<file path="src/rtl/bscan_arbiter_if.sv">
// Bus bundle for bscan_arbiter: requester hold slots, the toBscan issue
// path, the fromBscan return path and the per-requester response path.
// The arbiter connects through the slave modport; the environment (clients,
// Bscan wrapper) connects through master.
interface bscan_arbiter_if #(
    parameter int NUM_REQ = 4,
    parameter int WIDTH   = 32
);
    logic [NUM_REQ-1:0]       req_enq__ENA;
    logic [NUM_REQ*WIDTH-1:0] req_enq__v;
    logic [NUM_REQ-1:0]       req_enq__RDY;

    logic                     bscan_enq__ENA;
    logic [WIDTH-1:0]         bscan_enq__v;
    logic                     bscan_enq__RDY;

    logic                     resp_enq__ENA;
    logic [WIDTH-1:0]         resp_enq__v;
    logic                     resp_enq__RDY;

    logic [NUM_REQ-1:0]       rsp_enq__ENA;
    logic [WIDTH-1:0]         rsp_enq__v;
    logic [NUM_REQ-1:0]       rsp_enq__RDY;

    modport slave (
        input  req_enq__ENA, req_enq__v,
        output req_enq__RDY,
        output bscan_enq__ENA, bscan_enq__v,
        input  bscan_enq__RDY,
        input  resp_enq__ENA, resp_enq__v,
        output resp_enq__RDY,
        output rsp_enq__ENA, rsp_enq__v,
        input  rsp_enq__RDY
    );

    modport master (
        output req_enq__ENA, req_enq__v,
        input  req_enq__RDY,
        input  bscan_enq__ENA, bscan_enq__v,
        output bscan_enq__RDY,
        output resp_enq__ENA, resp_enq__v,
        input  resp_enq__RDY,
        input  rsp_enq__ENA, rsp_enq__v,
        output rsp_enq__RDY
    );
endinterface

</file>
<file path="src/rtl/bscan_arbiter.sv">
// bscan_arbiter: round-robin sharing of one Bscan transaction path among
// NUM_REQ requesters, one transaction outstanding at a time.
// Optional WAIT-state watchdog: define BSCAN_ARB_TIMEOUT_EN to enable it
// (TIMEOUT cycles without a response returns all ones and pulses timeout_err).
module bscan_arbiter #(
    parameter int NUM_REQ = 4,
    parameter int WIDTH   = 32,
    parameter int TIMEOUT = 1024
) (
    input  logic                       CLK,
    input  logic                       RST,
    bscan_arbiter_if.slave             bus,
    output logic [$clog2(NUM_REQ)-1:0] owner,
    output logic                       busy,
    output logic                       timeout_err
);
    localparam int OW = $clog2(NUM_REQ);

    if (NUM_REQ < 2 || NUM_REQ > 8 || TIMEOUT < 1) begin : g_bad_param
        $error("bscan_arbiter: unsupported NUM_REQ or TIMEOUT");
    end

    typedef enum logic [1:0] {IDLE, ISSUE, WAIT, DELIVER} state_t;

    state_t             state;
    state_t             state_next;
    logic [NUM_REQ-1:0] held;
    logic [WIDTH-1:0]   slot [NUM_REQ];
    logic [OW-1:0]      last;
    logic [WIDTH-1:0]   rsp_word;

    logic [2*NUM_REQ-1:0] held_rot;
    logic [OW-1:0]        first_ofs;
    logic [OW:0]          pick_sum;
    logic [OW-1:0]        pick;
    logic                 pick_vld;

    logic issue_fire;
    logic resp_fire;
    logic deliver_fire;
    logic expire;

    // Handshakes that complete this cycle; nothing fires while RST is high
    // so a reset mid-transaction never leaks an ENA.
    assign issue_fire   = (state == ISSUE) && bus.bscan_enq__RDY && !RST;
    assign resp_fire    = (state == WAIT) && bus.resp_enq__ENA && !RST;
    assign deliver_fire = (state == DELIVER) && bus.rsp_enq__RDY[owner] && !RST;

`ifdef BSCAN_ARB_TIMEOUT_EN
    localparam int CW = $clog2(TIMEOUT + 1);
    logic [CW-1:0] wait_cnt;

    // A response in the expiry cycle wins over the timeout.
    assign expire = (state == WAIT) && (wait_cnt == CW'(TIMEOUT - 1)) && !bus.resp_enq__ENA && !RST;

    // WAIT-cycle counter, cleared on entry to WAIT.
    always_ff @(posedge CLK) begin
        if (RST) begin
            wait_cnt <= '0;
        end else if (issue_fire) begin
            wait_cnt <= '0;
        end else if (state == WAIT) begin
            wait_cnt <= wait_cnt + CW'(1);
        end
    end

    // Single-cycle pulse marking the cycle after expiry (first DELIVER cycle).
    always_ff @(posedge CLK) begin
        if (RST) begin
            timeout_err <= 1'b0;
        end else begin
            timeout_err <= expire;
        end
    end
`else
    assign expire      = 1'b0;
    assign timeout_err = 1'b0;
`endif

    // Round-robin pick: rotate held so bit 0 is index last+1, take the lowest
    // set bit, then map the offset back to an absolute index modulo NUM_REQ.
    always_comb begin
        held_rot  = {held, held} >> ({1'b0, last} + {{OW{1'b0}}, 1'b1});
        first_ofs = '0;
        pick_vld  = 1'b0;
        for (int j = NUM_REQ - 1; j >= 0; j--) begin
            if (held_rot[j]) begin
                first_ofs = OW'(j);
                pick_vld  = 1'b1;
            end
        end
        pick_sum = {1'b0, last} + {1'b0, first_ofs} + {{OW{1'b0}}, 1'b1};
        if (pick_sum >= (OW+1)'(NUM_REQ)) begin
            pick_sum = pick_sum - (OW+1)'(NUM_REQ);
        end
        pick = pick_sum[OW-1:0];
    end

    // State register.
    always_ff @(posedge CLK) begin
        if (RST) begin
            state <= IDLE;
        end else begin
            state <= state_next;
        end
    end

    // Next-state logic.
    always_comb begin
        state_next = state;
        case (state)
            IDLE:    if (pick_vld) state_next = ISSUE;
            ISSUE:   if (issue_fire) state_next = WAIT;
            WAIT:    if (resp_fire || expire) state_next = DELIVER;
            DELIVER: if (deliver_fire) state_next = IDLE;
            default: state_next = IDLE;
        endcase
    end

    // Bus outputs decoded from the current state and the completing handshakes.
    always_comb begin
        bus.req_enq__RDY   = ~held;
        bus.bscan_enq__ENA = issue_fire;
        bus.bscan_enq__v   = slot[owner];
        bus.resp_enq__RDY  = (state == WAIT) && !RST;
        bus.rsp_enq__ENA   = '0;
        if (deliver_fire) begin
            bus.rsp_enq__ENA[owner] = 1'b1;
        end
        bus.rsp_enq__v     = rsp_word;
        busy               = (state != IDLE);
    end

    // Arbitration bookkeeping: hold flags, grant owner, round-robin pointer
    // and the captured response word.
    always_ff @(posedge CLK) begin
        if (RST) begin
            held     <= '0;
            owner    <= '0;
            last     <= OW'(NUM_REQ - 1);
            rsp_word <= '0;
        end else begin
            if (state == IDLE && pick_vld) begin
                owner <= pick;
            end
            if (deliver_fire) begin
                last <= owner;
            end
            if (resp_fire) begin
                rsp_word <= bus.resp_enq__v;
            end else if (expire) begin
                rsp_word <= '1;
            end
            for (int i = 0; i < NUM_REQ; i++) begin
                if (issue_fire && owner == OW'(i)) begin
                    held[i] <= 1'b0;
                end
                if (bus.req_enq__ENA[i]) begin
                    held[i] <= 1'b1;
                end
            end
        end
    end

    // Hold-slot data capture; contents only matter while held is set.
    always_ff @(posedge CLK) begin
        for (int i = 0; i < NUM_REQ; i++) begin
            if (bus.req_enq__ENA[i]) begin
                slot[i] <= bus.req_enq__v[i*WIDTH +: WIDTH];
            end
        end
    end
endmodule
</file>
<file path="src/flat_wrapper.sv">
// flat-port wrapper written by rule: the top's interface ports become plain ports
module bscan_arbiter_flat 
#(
    parameter int NUM_REQ = 4,
    parameter int WIDTH   = 32,
    parameter int TIMEOUT = 1024
)
  (CLK, RST, owner, busy, timeout_err, bus_req_enq__ENA, bus_req_enq__v, bus_req_enq__RDY, bus_bscan_enq__ENA, bus_bscan_enq__v, bus_bscan_enq__RDY, bus_resp_enq__ENA, bus_resp_enq__v, bus_resp_enq__RDY, bus_rsp_enq__ENA, bus_rsp_enq__v, bus_rsp_enq__RDY);
  bscan_arbiter_if #(.NUM_REQ(NUM_REQ), .WIDTH(WIDTH)) bus_i ();
  input  logic CLK;
  input  logic RST;
  output logic [$clog2(NUM_REQ)-1:0] owner;
  output logic busy;
  output logic timeout_err;
  input wire logic [$bits(bus_i.req_enq__ENA)-1:0] bus_req_enq__ENA;
  input wire logic [$bits(bus_i.req_enq__v)-1:0] bus_req_enq__v;
  output wire logic [$bits(bus_i.req_enq__RDY)-1:0] bus_req_enq__RDY;
  output wire logic [$bits(bus_i.bscan_enq__ENA)-1:0] bus_bscan_enq__ENA;
  output wire logic [$bits(bus_i.bscan_enq__v)-1:0] bus_bscan_enq__v;
  input wire logic [$bits(bus_i.bscan_enq__RDY)-1:0] bus_bscan_enq__RDY;
  input wire logic [$bits(bus_i.resp_enq__ENA)-1:0] bus_resp_enq__ENA;
  input wire logic [$bits(bus_i.resp_enq__v)-1:0] bus_resp_enq__v;
  output wire logic [$bits(bus_i.resp_enq__RDY)-1:0] bus_resp_enq__RDY;
  output wire logic [$bits(bus_i.rsp_enq__ENA)-1:0] bus_rsp_enq__ENA;
  output wire logic [$bits(bus_i.rsp_enq__v)-1:0] bus_rsp_enq__v;
  input wire logic [$bits(bus_i.rsp_enq__RDY)-1:0] bus_rsp_enq__RDY;
  assign bus_i.req_enq__ENA = bus_req_enq__ENA;
  assign bus_i.req_enq__v = bus_req_enq__v;
  assign bus_req_enq__RDY = bus_i.req_enq__RDY;
  assign bus_bscan_enq__ENA = bus_i.bscan_enq__ENA;
  assign bus_bscan_enq__v = bus_i.bscan_enq__v;
  assign bus_i.bscan_enq__RDY = bus_bscan_enq__RDY;
  assign bus_i.resp_enq__ENA = bus_resp_enq__ENA;
  assign bus_i.resp_enq__v = bus_resp_enq__v;
  assign bus_resp_enq__RDY = bus_i.resp_enq__RDY;
  assign bus_rsp_enq__ENA = bus_i.rsp_enq__ENA;
  assign bus_rsp_enq__v = bus_i.rsp_enq__v;
  assign bus_i.rsp_enq__RDY = bus_rsp_enq__RDY;
  bscan_arbiter #(.NUM_REQ(NUM_REQ), .WIDTH(WIDTH), .TIMEOUT(TIMEOUT)) u_core (.CLK(CLK), .RST(RST), .bus(bus_i), .owner(owner), .busy(busy), .timeout_err(timeout_err));
endmodule
</file>
<file path="config.mk">
export PLATFORM = sky130hd
export DESIGN_NAME = bscan_arbiter_flat
export DESIGN_NICKNAME = d
export VERILOG_FILES = /design/src/rtl/bscan_arbiter_if.sv /design/src/rtl/bscan_arbiter.sv /design/src/flat_wrapper.sv
export SDC_FILE = /design/constraint.sdc
export NUM_CORES = 1
export LEC_CHECK = 0
export CELL_PAD_IN_SITES_DETAIL_PLACEMENT = 1
export CELL_PAD_IN_SITES_GLOBAL_PLACEMENT = 2
export CORE_ASPECT_RATIO = 1.1
export CORE_MARGIN = 2
export CORE_UTILIZATION = 31
export DETAILED_ROUTE_END_ITERATION = 8
export HOLD_SLACK_MARGIN = 0.06
export PLACE_DENSITY = 0.87
export SKIP_CTS_REPAIR_TIMING = 1
export SYNTH_ARGS = -nofsm -noshare
export SYNTH_HDL_FRONTEND = slang
export SYNTH_SLANG_ARGS = --single-unit
</file>
<file path="constraint.sdc">
create_clock -name CLK -period 4.26 [get_ports CLK]
set_input_delay 1.278 -clock CLK [delete_from_list [all_inputs] [get_ports CLK]]
set_output_delay 1.278 -clock CLK [all_outputs]
set_load 0.05 [all_outputs]
</file>
## After elaboration in Yosys (flattened, before gate mapping)

Memories as Yosys holds them, arrays and structs flattened. A register that Yosys moved wholly into a read port is not among the register bits.
Cells that the tools add are included.

- Input port bits: 172
- Register bits after elaboration: 42
- Memories: 1
- Bits in writable memories: 128
- Word-level logic and storage cells: 87
- Output and inout bits: 78

- Mux-type cells: 37
- Add/subtract/negate cells: 4
- Shift-type cells: 1
- Reductions and logical operators: 22
- Bitwise logic cells: 1
- Equal/unequal tests: 10
- Magnitude comparators: 3

Memory list:

| memory | depth | bits a word | rd ports | clocked after Yosys merged registers in | wr ports | RTL line | source |
|---|---|---|---|---|---|---|---|
| u_core.slot | 4 | 32 | 1 | 1 | 4 | bscan_arbiter.sv:28 | `logic [WIDTH-1:0] slot [NUM_REQ];` |

Operators with widths:

| kind | count |
|---|---|
| $mux 1 | 22 |
| $mux 2 | 11 |
| $logic_and 1x1->1 | 13 |
| $reduce_bool 2->1 | 5 |
| $eq 2x2->1 const B | 4 |
| $ne 2x1->1 const B | 4 |
| $pmux 2 s4 | 1 |
| $shr 8x3->4 | 1 |
| $eq 2x1->1 const B | 2 |
| $logic_not 2->1 | 2 |
| $mux 4 | 1 |
| $not 4->4 | 1 |
| $reduce_and 4->1 | 1 |
| $add 2x1->3 const B | 1 |
| $add 2x2->3 | 1 |
| $add 3x1->3 const B | 1 |
| $ge 3x3->1 const B | 1 |
| $lt 2x3->1 const B | 1 |
| $bmux 1 s2 | 1 |
| $demux 1 s2 | 1 |
| $ge 2x1->1 const B | 1 |
| $sub 2x1->2 const B | 1 |
| $logic_not 1->1 | 1 |

## Logic depth before layout (Yosys ltp)

- Depth in word-level cells: 12
- Depth in mapped cells: 9

## Least setup slack after synthesis

Ideal clock, no wire load.

- Path type: in2out
- Start point: in RST
- End point: out bus_rsp_enq__ENA[0]
- Path buffers: 2
- Arrival: 2855 ps
- Stages: 4
- Slack: 127 ps
- Data required time: 2982 ps
- Path through: clkbuf_1 clkbuf_1 nand3b_1 nor3_1

- Word-level cells in the longest chain between the ends: 3

RTL lines:

| what | RTL line | source |
|---|---|---|
| start: declaration | flat_wrapper.sv:11 | `input logic RST;` |
| $logic_not 1->1 | bscan_arbiter.sv:47 | `assign deliver_fire = (state == DELIVER) && bus.rsp_enq__RDY[owner] && !RST;` |
| $logic_and 1x1->1 | bscan_arbiter.sv:47 |  |
| $mux 4 | bscan_arbiter.sv:127 | `if (deliver_fire) begin` |
| end: declaration | flat_wrapper.sv:24 | `output wire logic [$bits(bus_i.rsp_enq__ENA)-1:0] bus_rsp_enq__ENA;` |

No other way between the ends.

## Worst setup path after layout

- Start point: in bus_rsp_enq__RDY[1]
- End point: out bus_rsp_enq__ENA[0]

- Word-level cells in the longest chain between the ends: 5

RTL lines:

| what | RTL line | source |
|---|---|---|
| start: declaration | flat_wrapper.sv:26 | `input wire logic [$bits(bus_i.rsp_enq__RDY)-1:0] bus_rsp_enq__RDY;` |
| $bmux 1 s2 | bscan_arbiter.sv:47 |  |
| $mux 1 (not written as such) | bscan_arbiter.sv:47 |  |
| $logic_and 1x1->1 (2 in series) | bscan_arbiter.sv:47 |  |
| $mux 4 | bscan_arbiter.sv:127 |  |

No other way between the ends. The select of a mux whose other input is x is not followed.

==> impl_metrics.sql <==
INSERT INTO impl_metrics (metric_group, metric, value, unit) VALUES
('route', 'drc_violations_left', '0', ''),
('cells_and_area', 'area_delta_synth_final', '51.9', '%'),
('timing', 'unrepaired_setup_endpoints_after_global_routing', 'false', ''),
('place', 'dp_cells', '918', ''),
('timing', 'final.min_clock_period', '4080', 'ps'),
('status', 'run_status', 'finished, final reports clean', ''),
('synth', 'most_instantiated_cells_after_synthesis', 'sky130_fd_sc_hd__edfxtp_1, sky130_fd_sc_hd__dfxtp_1, sky130_fd_sc_hd__nand2b_1', ''),
('cells_and_area', 'diodes', '0', ''),
('clocking', 'tritoncts', 'done', ''),
('synth', 'netlist.top_cell.by_area', 'sky130_fd_sc_hd__edfxtp_1', ''),
('place', 'globalplace.congestion', '0.784', ''),
('clocking', 'tritoncts_num_sinks', '172', ''),
('die', 'number_of_top_level_pins', '250', ''),
('synth', 'syn-mean-instance-area', '16.3', 'um2'),
('clocking', 'clkTransAtPathRegs', '70', 'ps'),
('timing', 'clock.fmax', '245', 'MHz'),
('place', 'dpl.hpwl', '13800', 'um'),
('critical_path', 'timing.reg2reg.worst_path_depth', '6', ''),
('global_routing', 'vias_in_the_first_global_route', '4826', ''),
('timing', 'timing.final.max_slew_violations', '0', ''),
('global_routing', 'grt_pass1_wl', '28400', 'um'),
('hold_path', 'holdPathEnd', 'u_core.bus.rsp_enq__v[9]$_SDFFE_PP0P_', ''),
('hold_path', 'hold_class', 'flop to flop', ''),
('clocking', 'clock-root-buffer', 'sky130_fd_sc_hd__clkbuf_16', ''),
('timing', 'share_of_the_cycle_needed_by_the_critical_path_after_routing', '95.7', '%'),
('die', 'die_area', '0.0224', 'mm2'),
('global_routing', 'maximum_number_of_pins_on_one_net_before_global_route_repair', '55', ''),
('synth', 'yosys_synthesis_warning_count', '0', ''),
('critical_path', 'worst_setup_path_end_kind', 'primary output', ''),
('critical_path', 'startpoint_of_the_worst_setup_timing_path', 'bus_rsp_enq__RDY[1]', ''),
('critical_path', 'crit_type', 'input pin to primary output', ''),
('synth', 'synth_largest_type_area_fraction', '58.5', '%'),
('synth', 'synth_top_cells_by_area', 'sky130_fd_sc_hd__edfxtp_1, sky130_fd_sc_hd__dfxtp_1, sky130_fd_sc_hd__mux4_2, sky130_fd_sc_hd__nand2b_1, sky130_fd_sc_hd__o21ai_0', ''),
('route', 'dr.first_iter.drc_count', '116', ''),
('clocking', 'cts_max_path_buffers', '2', ''),
('synth', 'async_set_or_reset_register_ratio_after_synthesis', '0', '%'),
('global_routing', 'grt_antenna_before_repair', '0', ''),
('critical_path', 'rr_startpoint', 'u_core.state[0]$_SDFFE_PP0P_', ''),
('cells_and_area', 'finalCoreUtilization', '48.2', '%'),
('synth', 'synth_seq_area_share', '71.9', '%'),
('pwr', 'power_density', '523', 'mW/mm2'),
('run', 'drv.max_cap_violation_count', '0', ''),
('timing', 'tightest_slew', '963', 'ps'),
('timing', 'hold_slack', '476', 'ps'),
('clocking', 'htree_levels', '4', ''),
('cells_and_area', 'fin_nets', '830', ''),
('critical_path', 'highest_net_fanout_along_the_worst_path', '6', ''),
('die', 'std_cell_rows', '55', ''),
('timing', 'finClkSkew', '12.0', 'ps'),
('synth', 'syn-num-nets', '581', ''),
('synth', 'netlist_area', '0.00657', 'mm2'),
('route', 'vias_per_cell', '4.65', ''),
('place', 'portBuffers', '248', ''),
('cells_and_area', 'postLayoutCellArea', '0.00998', 'mm2'),
('hold_path', 'hold_path_depth', '2', ''),
('global_routing', 'grt-ovfl-total', '0', ''),
('critical_path', 'critical_path_arrival', '2800', 'ps'),
('route', 'postRouteAntennaNets', '0', ''),
('clocking', 'clkLatencyLatePin', '420', 'ps'),
('timing', 'slew_headroom', '35.8', '%'),
('timing', 'setup-tns-final', '0', 'ps'),
('critical_path', 'critical_path.reg2reg.endpoint', 'u_core.bus.rsp_enq__v[6]$_SDFFE_PP0P_', ''),
('die', 'floorplan.initialDensity', '31.7', '%'),
('critical_path', 'worst_setup_slack_for_register_to_register_paths', '2090', 'ps'),
('cells_and_area', 'drive_gt1_share', '12.6', '%'),
('pwr', 'peakVddDrop', '0.000264', 'V'),
('cells_and_area', 'final_cell_count_no_fill', '950', ''),
('synth', 'synth_most_common_cell', 'sky130_fd_sc_hd__edfxtp_1', ''),
('global_routing', 'gr-usage-all-layers', '17.0', '%'),
('critical_path', 'setup.worst_path.start_class', 'input pin', ''),
('route', 'wl_per_cell', '20.2', 'um');
## registers in the layout (all words and copies together) (netlist names), named ones only
signal                 flops
u_core.slot              128
u_core.bus.rsp_enq__v     32
u_core.held                4
u_core.last                2
u_core.owner               2
u_core.state               2
## metrics by stage
| step | power, mW | worst slack (ps) |
|---|---|---|
| after detailed placement | 3.71 | 192 |
| after global placement | 3.67 | 228 |
| after global routing | 5.43 | 95.6 |
| final | 5.22 | 182 |
| after CTS | 5.30 | 187 |
| after floorplan | 3.07 | 127 |
## report_power, final
part	total [mW]	internal, mW	switching (mW)
registers	2.04	1.96	0.0787
clock network	1.57	0.840	0.732
logic	1.61	0.663	0.952
## cells by family (layout without fill, tap and decap cells)
kind of cell	Yosys count	in the layout	share of synthesized area, %
AOI/OAI and AO/OA	54	54	4.93
xor gates and xnor gates	2	2	0.267
adders and majority gates	6	6	1.14
buffers and inverters	37	299	2.44
DFF	172	172	71.9
muxes	37	37	11.9
other	1	1	0.0571
and+or+nand+nor	94	94	7.35
## layout by cell type (no fill, tap or decap), drive strengths merged, types with 5 or more instances in the layout
master         Yosys  routed
o21ai             36      36
a21oi              7       7
nand2b            37      37
ha                 6       6
clkbuf            13      17
clkdlybuf4s50      0     238
edfxtp           128     128
nor2               9       9
dfxtp             44      44
inv               13      21
nand2             33      33
mux4              33      33
clkinv             0       5
buf               11      16
## worst max path at each step
stage / endpoint / cells after the start
global route: bus_rsp_enq__ENA[0] / 5
CTS: bus_rsp_enq__ENA[0] / 5
finish: bus_rsp_enq__ENA[0] / 5
global placement: bus_rsp_enq__ENA[0] / 5
floorplan: bus_rsp_enq__ENA[0] / 4
detailed placement: bus_rsp_enq__ENA[0] / 5
## metal layers
layer	vias to the layer above	part of all wire (%)	wire, um	global-route usage, %
met2	226	48	9190	28.8
li1	2000	-	-	-
met4	0	0.97	185	4.81
met5	-	0	0	0
met3	17	12	2370	7.83
met1	2173	39	7420	19.4
## layout make-up
| cell class | count | area, um2 |
|---|---|---|
| repair buffers | 254 | 2570 |
| inverters | 13 | 48.8 |
| fillers | 2071 | 10700 |
| clock inverters | 15 | 171 |
| multi-input cells | 194 | 1690 |
| flip-flops and latches | 172 | 4730 |
| well taps | 285 | 357 |
| clock buffers | 17 | 425 |
## worst max-delay path, stage by stage
cell and delay, ps:
sky130_fd_sc_hd__clkdlybuf4s50_1 460, sky130_fd_sc_hd__mux4_2 330, sky130_fd_sc_hd__nand3b_1 200, sky130_fd_sc_hd__nor3_1 340
sky130_fd_sc_hd__buf_12 190
No activity file was read; power rests on OpenSTA's default activity.
